## src/rtl/quadrature_decoder.sv

```systemverilog
// Quadrature decoder: synchronizes two 90-degree-offset square waves and tracks
// position, direction and illegal transitions. Optional stability filter via QD_GLITCH_FILTER_EN.
module quadrature_decoder #(
    parameter int CNT_WIDTH   = 8,
    parameter int SYNC_STAGES = 2,
    parameter int FILT_CYCLES = 3
) (
    input  logic                 clk,
    input  logic                 reset,
    input  logic                 in1,
    input  logic                 in2,
    input  logic                 clr,
    output logic [CNT_WIDTH-1:0] count,
    output logic                 dir,
    output logic                 step,
    output logic                 err
);

`ifdef QD_GLITCH_FILTER_EN
    localparam bit FILT_ON = 1'b1;
`else
    localparam bit FILT_ON = 1'b0;
`endif
    localparam int INIT_WAIT = SYNC_STAGES + (FILT_ON ? FILT_CYCLES : 0);
    localparam int IW        = $clog2(INIT_WAIT + 1);
    localparam logic [IW-1:0] INIT_WAIT_V = IW'(INIT_WAIT);

    typedef enum logic {ST_INIT, ST_RUN} state_e;

    state_e                 state_q, state_d;
    logic [IW-1:0]          init_cnt_q, init_cnt_d;
    logic [SYNC_STAGES-1:0] sync1_q, sync1_d, sync2_q, sync2_d;
    logic [1:0]             prev_q, prev_d;
    logic [CNT_WIDTH-1:0]   count_q, count_d;
    logic                   dir_q, dir_d, step_q, step_d, err_q, err_d;
    logic [1:0]             s_sync, dec_in, delta;
    logic                   init_done, load_prev, fwd, rev, bad;

    // Position within the forward cycle 10 -> 11 -> 01 -> 00.
    function automatic logic [1:0] phase(input logic [1:0] ab);
        case (ab)
            2'b10:   phase = 2'd0;
            2'b11:   phase = 2'd1;
            2'b01:   phase = 2'd2;
            default: phase = 2'd3;
        endcase
    endfunction

    always_comb begin
        sync1_d = {sync1_q[SYNC_STAGES-2:0], in1};
        sync2_d = {sync2_q[SYNC_STAGES-2:0], in2};
    end
    assign s_sync = {sync1_q[SYNC_STAGES-1], sync2_q[SYNC_STAGES-1]};

`ifdef QD_GLITCH_FILTER_EN
    logic [1:0] cand_q, cand_d, filt_q, filt_d;
    logic [3:0] fcnt_q, fcnt_d;

    // A candidate value is forwarded only after FILT_CYCLES consecutive matching samples.
    always_comb begin
        cand_d = cand_q;
        filt_d = filt_q;
        fcnt_d = fcnt_q;
        if (s_sync != cand_q) begin
            cand_d = s_sync;
            fcnt_d = 4'd1;
        end else begin
            if (fcnt_q != 4'(FILT_CYCLES)) fcnt_d = fcnt_q + 4'd1;
            if (fcnt_q == 4'(FILT_CYCLES - 1)) filt_d = cand_q;
        end
    end

    always_ff @(posedge clk or negedge reset) begin
        if (!reset) begin
            cand_q <= 2'b00;
            filt_q <= 2'b00;
            fcnt_q <= 4'd0;
        end else begin
            cand_q <= cand_d;
            filt_q <= filt_d;
            fcnt_q <= fcnt_d;
        end
    end
    assign dec_in = filt_q;
`else
    assign dec_in = s_sync;
`endif

    // State register
    always_ff @(posedge clk or negedge reset) begin
        if (!reset) begin
            state_q    <= ST_INIT;
            init_cnt_q <= '0;
        end else begin
            state_q    <= state_d;
            init_cnt_q <= init_cnt_d;
        end
    end

    assign init_done = (init_cnt_q == INIT_WAIT_V);

    // Next-state logic
    always_comb begin
        state_d    = state_q;
        init_cnt_d = init_cnt_q;
        if (state_q == ST_INIT) begin
            if (init_done) state_d = ST_RUN;
            else           init_cnt_d = init_cnt_q + 1'b1;
        end
    end

    // Output/decode logic
    always_comb begin
        delta     = phase(dec_in) - phase(prev_q);
        load_prev = (state_q == ST_INIT) && init_done;
        fwd       = (state_q == ST_RUN) && (delta == 2'd1);
        rev       = (state_q == ST_RUN) && (delta == 2'd3);
        bad       = (state_q == ST_RUN) && (delta == 2'd2);
    end

    always_comb begin
        prev_d  = (state_q == ST_RUN || load_prev) ? dec_in : prev_q;
        count_d = count_q;
        if (clr)      count_d = '0;
        else if (fwd) count_d = count_q + CNT_WIDTH'(1);
        else if (rev) count_d = count_q - CNT_WIDTH'(1);
        dir_d  = fwd ? 1'b1 : (rev ? 1'b0 : dir_q);
        step_d = fwd | rev;
        // A fresh illegal transition outranks a simultaneous clear.
        err_d  = bad ? 1'b1 : (clr ? 1'b0 : err_q);
    end

    always_ff @(posedge clk or negedge reset) begin
        if (!reset) begin
            sync1_q <= '0;
            sync2_q <= '0;
            prev_q  <= 2'b00;
            count_q <= '0;
            dir_q   <= 1'b0;
            step_q  <= 1'b0;
            err_q   <= 1'b0;
        end else begin
            sync1_q <= sync1_d;
            sync2_q <= sync2_d;
            prev_q  <= prev_d;
            count_q <= count_d;
            dir_q   <= dir_d;
            step_q  <= step_d;
            err_q   <= err_d;
        end
    end

    assign count = count_q;
    assign dir   = dir_q;
    assign step  = step_q;
    assign err   = err_q;

endmodule

```

## config.mk

```make
export PLATFORM = sky130hd
export DESIGN_NAME = quadrature_decoder
export DESIGN_NICKNAME = d
export VERILOG_FILES = /design/src/rtl/quadrature_decoder.sv
export SDC_FILE = /design/constraint.sdc
export NUM_CORES = 1
export LEC_CHECK = 0
export CAP_MARGIN = 25
export CORE_UTILIZATION = 35
export DETAILED_ROUTE_END_ITERATION = 6
export GPL_TIMING_DRIVEN = 0
export PLACE_DENSITY = 0.55
export SYNTH_ARGS = -nofsm -noshare
export SYNTH_HDL_FRONTEND = slang
export SYNTH_SLANG_ARGS = --single-unit
```

## constraint.sdc

```tcl
create_clock -name clk -period 3.41 [get_ports clk]
set_input_delay 0.682 -clock clk [delete_from_list [all_inputs] [get_ports clk]]
set_output_delay 0.682 -clock clk [all_outputs]
set_load 0.02 [all_outputs]
```

Yosys cells after proc, flatten, opt, wreduce, memory -nomap -nowiden
Cells that the tools add are included.

storage, ports and cells
  register bits = 20
  latch bits = 0
  RAM bits = 0
  ROM bits = 0
  input bits = 5
  output and inout port bits = 11
  word-level logic and storage cells = 46
  memories kept = 0

operators by class
  $add $sub $neg = 4
  $mul = 0
  div/mod/pow operators = 0
  $lt $le $gt $ge = 0
  eq/ne operators = 10
  shifts and indexed selects = 0
  mux-type cells = 11
  bitwise operators = 3
  reductions and logical operators = 9

operators with widths
  operator             count
  $mux 8               3
  $eq 2x2->1 const B   7
  $pmux 2 s3           2
  $add 8x1->8 const B  1
  $sub 8x1->8 const B  1
  $eq 2x1->1 const B   3
  $mux 1               6
  $logic_and 1x1->1    4
  $reduce_bool 2->1    2
  $reduce_bool 3->1    1
  $add 2x1->2 const B  1
  $not 1->1            2
  $reduce_and 2->1     1
  $sub 2x2->2          1
  $logic_or 1x1->1     1
  $or 1x1->1           1

Logic depth before layout (Yosys ltp)
Gate-level depths: netlist (run 1).

  depth in word-level cells = 8
  gate-level depth with buffers = 15
  mapped depth without buffers = 15

Least setup slack after synthesis (run 1)
OpenSTA, ideal clock, no wires.

  path type = register to register
  start = register prev_q[0]
  end = register count_q[6], in the netlist count[6]
  setup time = 69 ps
  arrival = 2782 ps
  required time = 3341 ps
  slack = 559 ps
  cell stages (with the launch flop) = 15
  buffers on the path = 0
  clock period less this slack = 2851 ps
  path through = dfrtp_1 > inv_1 > ha_1 > inv_1 > ha_1 > xnor3_2 > nand2_4 > inv_1 > fa_1 > and2b_1 > o21ai_1 > a21boi_1 > o21ai_1 > or4_1 > nand3_1

on the way
  longest elaborated chain between the ends = 7
  elaborated cells between the ends (all ways) = 12
  those cells by class = 1 x add/sub; 5 x eq/ne; 3 x mux; 3 x reduce/logical

ends and longest elaborated chain
  element                                          line  source
  from (decl)                                      33    logic [1:0] prev_q, prev_d;
  from (signal assigned)                           145   prev_q <= prev_d;
  $eq 2x1->1 / $eq 2x2->1 (equally long branches)  41    case (ab)
  $pmux 2 s3 (*)                                   41
  $sub 2x2->2 (*)                                  114   delta = phase(dec_in) - phase(prev_q);
  $eq 2x1->1                                       116   fwd = (state_q == ST_RUN) && (delta == 2'd1);
  $logic_and 1x1->1                                116
  $mux 8                                           125   else if (fwd) count_d = count_q + CNT_WIDTH'(1);
  $mux 8                                           124   if (clr) count_d = '0;
  to (signal assigned)                             146   count_q <= count_d;
  to (decl)                                        34    logic [CNT_WIDTH-1:0] count_q, count_d;

Every way passes the cells marked *; elsewhere a longest branch is shown, timed or not.
A chain may end at the register's enable or synchronous reset.

Worst setup path after layout (run 1)
Same ends and word-level chain as after synthesis.

==> results by group, run 1 <==
Logic synthesis
  • Main flop type after synthesis: dfrtp_1
  • Syn Inst Count: between 100 and 150
  • Synth Register Bits: 20
  • Avg Cell Area, Syn: a little over 10 um^2
  • Async SR Flop Fraction: 1.00
  • List of most frequent post-synthesis cells: dfrtp_1 (20), inv_1 (13), nand2_1 (13)
  • Synth cell types: 31
  • Syn Std Cell Area: 1110 um^2
  • Syn. warnings: 0
  • Top cells by area, synth: dfrtp_1 (45%), ha_1 (14%), inv_1 (4.4%), nand2_1 (4.4%), a21oi_1 (2.7%)
  • Post-synth top area share: 0.451
  • Register area share after synthesis: 0.451
  • Area leader, netlist: dfrtp_1
  • EDFF count, synth: 0
  • Most common cell in the netlist: dfrtp_1
  • Net Count, Synth: about 130

Critical path
  • CP required: between 3 and 4 ns
  • Slowest cell on the critical path: or4_1
  • CP Cell Sequence: inv_1, ha_1, inv_1, ha_1, nand2b_1, bufinv_8, nand2_4, inv_1, fa_1, and2b_1, o21ai_1, a21boi_1, o21ai_1, or4_1, nand3_1
  • Reg2reg path depth: 15
  • CP delay by family, top: simple AND/OR/NAND/NOR gates
  • Worst EP arrival: between 3 and 4 ns
  • Setup crit end kind: flip-flop
  • Crit path kind: flip-flop to flip-flop
  • Most used cell along the critical path: inv_1
  • CP Max Fanout: 9
  • Worst r2r dst: count[6]
  • R2r startpoint: prev_q[0]
  • CP Buf/Inv Count: 4
  • Slowest cell delay on critical path: roughly 0.40 ns
  • R2r setup slk: between 0.2 and 0.3 ns
  • CP Launch Type: flip-flop

Worst hold path
  • Hold EP: sync1_q[1]
  • Hold Crit Class: flip-flop to flip-flop
  • Hold path cells: 0
  • Min-delay src: sync1_q[0]

Detailed routing
  • Starting DRT DRC Count: 5
  • Via density: approximately 4.6
  • Total wire length: about 1900 um
  • Final ANT Viol Nets: 0
  • Via count: between 700 and 800
  • DRC errors left: 0
  • 1st-pass router iterations: 4
  • Avg WL per Cell: around 11 um

Clock network
  • Worst-Skew Late Latency: between 0.2 and 0.3 ns
  • CTS tree: done
  • CTS sink cnt: 20
  • Root buffer cell: clkbuf_4
  • CTS resizes: 0
  • H-tree Lvls: 1
  • Num CTS Buffers: 3
  • Post-CTS Setup Repair Bufs: 0
  • # hold bufs at CTS: 0
  • Clock Tree Buf Depth: 2
  • Clk slew on worst S/H paths: 0.11 ns

Pwr
  • VDD IR max: about 0.44 mV
  • Leakage: ~0.65 nW
  • Int Power: around 0.63 mW
  • Comb pwr share: 0.549
  • Sw frac: 0.390
  • Net Sw Power: roughly 0.40 mW
  • Clock network fraction of total power: 0.132
  • Sequential cell fraction of total power: 0.319
  • Pwr dens: around 760 nW/um^2

STA
  • # setup viols final: 0
  • Final period util: 0.926
  • Setup TNS: 0 ns
  • Final Slew Violations: 0
  • Minimum clock period: ~3.2 ns
  • Unrepaired setup endpoints after global routing: false
  • Slew HR: 0.401
  • Final Skew: around 0.0019 ns
  • Maximum achievable frequency: 317 MHz
  • Final setup margin: about 0.25 ns
  • Pin slew with the least headroom to its limit: between 0.8 and 0.9 ns
  • Final hold vios: 0

Finish
  • Area delta synth->final: 21.8%
  • Layout cell share with drive strength beyond 1: 0.0859
  • Antenna diode count: 0
  • Final #Nets: approximately 150

Global routing
  • Tot GR Track Use: 0.135
  • Largest net degree at the start of global routing: 21
  • Number of global-route vias before repair: between 700 and 800
  • First-pass GRT wire length: roughly 3500 um
  • Antenna violations before repair: 0
  • Grt ovf: 0

Floorplan
  • Core area: ~3000 um^2
  • Die Ht: slightly below 60 um
  • Boundary Pins: 16
  • Overall die area: approximately 3400 um^2
  • Die width: slightly below 60 um
  • FP Rows: 20
  • Starting Density: 0.367

Job
  • Max-cap violations: 0

Placed design
  • Pre-CTS WS: between 0.2 and 0.3 ns
  • Post-detail-place hpwl: around 1400 um
  • Port bufs: 15
  • Placer congestion estimate: between 0.8 and 0.9

Status
  • Outcome: finished, final reports clean
==> flip-flops by register name, summed over array words and instances (netlist names) <==
name,flops
init_cnt_q,2
err,1
sync2_q,2
state_q,1
step,1
prev_q,2
dir,1
count,8
sync1_q,2
==> metrics by stage <==
step	cell area (um^2)	instances	utilization	power (mW)	hold slack, ns
2_1_floorplan	1110	109	-	0.731	0.331
3_3_place_gp	1320	168	0.434	0.901	0.335
3_5_place_dp	1320	168	0.434	0.902	0.343
4_1_cts	1350	172	0.446	1.05	0.371
5_1_grt	1350	172	0.446	1.13	0.382
6_report	1350	172	0.446	1.03	0.362
==> worst max path at each step <==
stage	to	depth (start not counted)	from
5_1_grt	count[6]	15	prev_q[0]
4_1_cts	count[6]	15	prev_q[0]
3_3_place_gp	count[6]	15	prev_q[0]
2_1_floorplan	count[6]	14	prev_q[0]
3_5_place_dp	count[6]	15	prev_q[0]
6_report	count[6]	15	prev_q[0]
==> cell families (layout without fill, tap and decap cells) <==
| logic type | count (synthesis) | after routing | synth area share |
|---|---|---|---|
| AOI/OAI and AO/OA | 22 | 22 | 0.121 |
| xor gates and xnor gates | 6 | 6 | 0.0609 |
| adders and majority gates | 13 | 13 | 0.153 |
| buffers and inverters | 16 | 35 | 0.0688 |
| DFF | 20 | 20 | 0.451 |
| and+or+nand+nor | 32 | 32 | 0.145 |
==> cell usage in the layout (no fill, tap or decap) <==
| cell type | instances |
|---|---|
| or4_1 | 1 |
| xnor2_1 | 3 |
| and2b_1 | 1 |
| a21oi_2 | 1 |
| nor3_1 | 1 |
| xor2_1 | 2 |
| dfrtp_1 | 20 |
| a31oi_1 | 2 |
| inv_1 | 13 |
| a211oi_1 | 1 |
| a21boi_1 | 1 |
| nor3b_1 | 1 |
| nand2b_1 | 1 |
| or3_1 | 2 |
| clkdlybuf4s50_1 | 15 |
| clkbuf_4 | 3 |
| a21o_1 | 2 |
| clkbuf_8 | 1 |
| nor4b_1 | 1 |
| fa_1 | 1 |
| nand2_4 | 1 |
| nand2_1 | 13 |
| o21ai_0 | 5 |
| nand3_1 | 3 |
| o2bb2ai_1 | 1 |
| o21ai_1 | 2 |
| nor2_1 | 6 |
| a31o_2 | 1 |
| bufinv_8 | 1 |
| and4_1 | 1 |
| a21oi_1 | 6 |
| buf_2 | 2 |
| ha_1 | 12 |
| xnor3_2 | 1 |
==> cell type report <==
class | instances | area [um^2]
fill | 301 | 1680
multi-input combinational | 73 | 533
sequential | 20 | 500
timing repair buffer | 15 | 150
inverter | 14 | 66.3
tap | 44 | 55.1
clock buffer | 4 | 36.3
buffer | 2 | 10.0
==> power groups by stage <==
stage | registers, mW | logic, mW | clock network [mW]
finish | 0.329 | 0.566 | 0.136
global route | 0.339 | 0.639 | 0.155
CTS | 0.330 | 0.573 | 0.146
detailed placement | 0.335 | 0.568 | 0
global placement | 0.333 | 0.568 | 0
floorplan | 0.388 | 0.343 | 0
==> per-layer routing <==
metal / wire [um] / share of wire / track usage
met5: 0 / 0 / 0
met4: 13 / 0.0067 / 0.0306
met3: 67 / 0.035 / 0.0418
met2: 932 / 0.48 / 0.230
met1: 914 / 0.47 / 0.169
No activity file was read; power rests on OpenSTA's default activity.
==> run 2: changes to the inputs <==
--- a/config.mk
+++ b/config.mk
@@ -6,10 +6,12 @@
 export NUM_CORES = 1
 export LEC_CHECK = 0
 export CAP_MARGIN = 25
+export CORE_MARGIN = 5
 export CORE_UTILIZATION = 35
 export DETAILED_ROUTE_END_ITERATION = 6
 export GPL_TIMING_DRIVEN = 0
 export PLACE_DENSITY = 0.55
+export SETUP_SLACK_MARGIN = 0.15
 export SYNTH_ARGS = -nofsm -noshare
 export SYNTH_HDL_FRONTEND = slang
 export SYNTH_SLANG_ARGS = --single-unit
==> constraint.sdc (replaced) <==
create_clock -name clk -period 3.41 [get_ports clk]
set_input_delay 0.682 -clock clk [delete_from_list [all_inputs] [get_ports clk]]
set_output_delay 0.682 -clock clk [all_outputs]
set_load 0.01 [all_outputs]
==> results by group, run 2 (synthesized netlist as in run 1, its figures left out) <==
Pwr
  • Int Power: 0.700 mW (+11%)
  • Comb pwr share: 0.516 (-0.033)
  • Sw frac: 0.354 (-0.0359)
  • Net Sw Power: 0.384 mW (-4.6%)
  • Sequential cell fraction of total power: 0.303 (-0.016)
  • Clock network fraction of total power: 0.181 (+0.049)
  • Pwr dens: 766 nW/um^2 (+0.45%)
  • Tot Pwr: 1.08 mW (+5.1%)
  • VDD IR max: 0.442 mV (+0.49%)
  • Leakage: 0.675 nW (+4.2%)

Global routing
  • Largest net degree at the start of global routing: 21 (unchanged)
  • Grt ovf: 0 (unchanged)
  • First-pass GRT wire length: 3660 um (+5.6%)
  • Antenna violations before repair: 0 (unchanged)
  • Number of global-route vias before repair: 833 (+6.1%)
  • Tot GR Track Use: 0.110 (-0.0251)

Critical path
  • Worst EP arrival: 3.31 ns (-0.09 ns)
  • CP required: 3.66 ns (about the same)
  • CP Launch Type: flip-flop
  • Setup crit end kind: flip-flop
  • Crit path kind: flip-flop to flip-flop
  • CP Max Fanout: 9 (unchanged)

Detailed routing
  • Final ANT Viol Nets: 0 (unchanged)
  • Avg WL per Cell: 11.8 um (+5.4%)
  • DRC errors left: 0 (unchanged)
  • Via count: 802 (+2.0%)
  • Total wire length: 2070 um (+7.2%)
  • Via density: 4.58 (+0.29%)
  • 1st-pass router iterations: 4 (unchanged)
  • Starting DRT DRC Count: 20 (+15)

Finish
  • Commonest cells after routing, fill and taps aside: dfrtp_1 (20), clkdlybuf4s50_1 (15), inv_1 (13), nand2_1 (13), ha_1 (12)
  • Final #Nets: 150 (+2.0%)
  • Fin util: 0.463 (+0.0168)
  • Layout cell share with drive strength beyond 1: 0.115 (+0.0286)
  • Post-route cell area: 1410 um^2 (+4.6%)
  • Antenna diode count: 0 (unchanged)
  • Finished Layout Cells: 175 (+1.7%)
  • Commonest non-fill, non-tap cell in the layout: dfrtp_1
  • Max reg flops: 8 (unchanged)
  • Area delta synth->final: 27.4%

Worst hold path
  • Hold Crit Class: flip-flop to flip-flop

Placed design
  • Pre-CTS WS: 0.264 ns (-0.00968 ns)
  • Placer congestion estimate: 0.785 (-4.6%)
  • Post-detail-place hpwl: 1530 um (+6.4%)
  • Placed Cells: 168 (unchanged)
  • Placed cell area: 1320 um^2 (unchanged)
  • Port bufs: 15 (unchanged)

STA
  • Final period util: 0.897 (-0.0297)
  • # setup viols final: 0 (unchanged)
  • Minimum clock period: 3.06 ns (-0.101 ns)
  • Maximum achievable frequency: 327 MHz (+3.3%)
  • Slew HR: 0.765 (+0.364)
  • Setup TNS: 0 ns (unchanged)
  • Unrepaired setup endpoints after global routing: false
  • Pin slew with the least headroom to its limit: 0.351 ns (-0.544 ns)
  • Final Slew Violations: 0 (unchanged)
  • Final hold vios: 0 (unchanged)
  • Final Skew: 0.00527 ns (+0.00338 ns)
  • Hold slack: 0.361 ns (-0.000878 ns)
  • Final setup margin: 0.352 ns (+0.101 ns)

Floorplan
  • Die width: 66.3 um (+14%)
  • Die Ht: 66.3 um (+14%)
  • Boundary Pins: 16 (unchanged)
  • Overall die area: 4400 um^2 (+29%)
  • Core area: 3050 um^2 (+0.83%)
  • Starting Density: 0.364 (-0.00300)
  • FP Rows: 20 (unchanged)

Job
  • Max-cap violations: 0 (unchanged)

Clock network
  • Num CTS Buffers: 3 (unchanged)
  • H-tree Lvls: 1 (unchanged)
  • CTS sink cnt: 20 (unchanged)
  • CTS tree: done
  • Worst-Skew Late Latency: 0.30 ns (about the same)
  • Clock Tree Buf Depth: 2 (unchanged)
  • # hold bufs at CTS: 0 (unchanged)
  • Root buffer cell: clkbuf_4
  • Clk slew on worst S/H paths: 0.12 ns (about the same)

Status
  • Outcome: finished, final reports clean
[run 2: what timing repair did]
item	CTS	global route
resized for setup	0	3
buffers inserted	0	2
setup endpoints to repair	0	1
[run 2: power by group through the flow]
stage | Sequential, mW | Combinational, mW | Clock [mW]
2_1_floorplan | 0.351 | 0.343 | 0
3_3_place_gp | 0.333 | 0.531 | 0
3_5_place_dp | 0.333 | 0.539 | 0
4_1_cts | 0.329 | 0.543 | 0.205
5_1_grt | 0.338 | 0.622 | 0.215
6_report | 0.329 | 0.559 | 0.196
[run 2: layout make-up]
class                           instances  area [um^2]
Sequential cell                        20          500
Tap cell                               44         55.1
Timing Repair Buffer                   18          180
Multi-Input combinational cell         73          549
Inverter                               14         66.3
Clock inverter                          1         30.0
Buffer                                  2         10.0
Clock buffer                            3         22.5
Fill cell                             307         1640
[run 2: final timing paths]
kind,start,endpoint,slack [ns],cells after the start
worst max-delay path,prev_q[0],count[6],0.35,15
worst min-delay path,sync2_q[0],sync2_q[1],0.36,0
worst max register to register,prev_q[0],count[6],0.35,15
worst min register to register,sync2_q[0],sync2_q[1],0.36,0
max in group asynchronous,reset,state_q,2.53,2
min in group asynchronous,reset,sync1_q[1],0.54,1
[run 2: worst max-delay path: stages (launching register included)]
cell and delay, ns:
dfrtp_1 0.40, inv_1 0.05, ha_1 0.27, inv_1 0.04, ha_1 0.28, nand2b_4 0.15, bufinv_8 0.21, nand2_8 0.10
inv_1 0.05, fa_1 0.37, and2b_1 0.22, o21ai_1 0.09, a21boi_1 0.19, o21ai_1 0.10, or4_1 0.40, nand3_1 0.10
[run 2: metal layers]
metal  wire length, um  global-route usage
met5                 0                   0
met4                29              0.0457
met3                63              0.0306
met2               984               0.185
met1               990               0.131
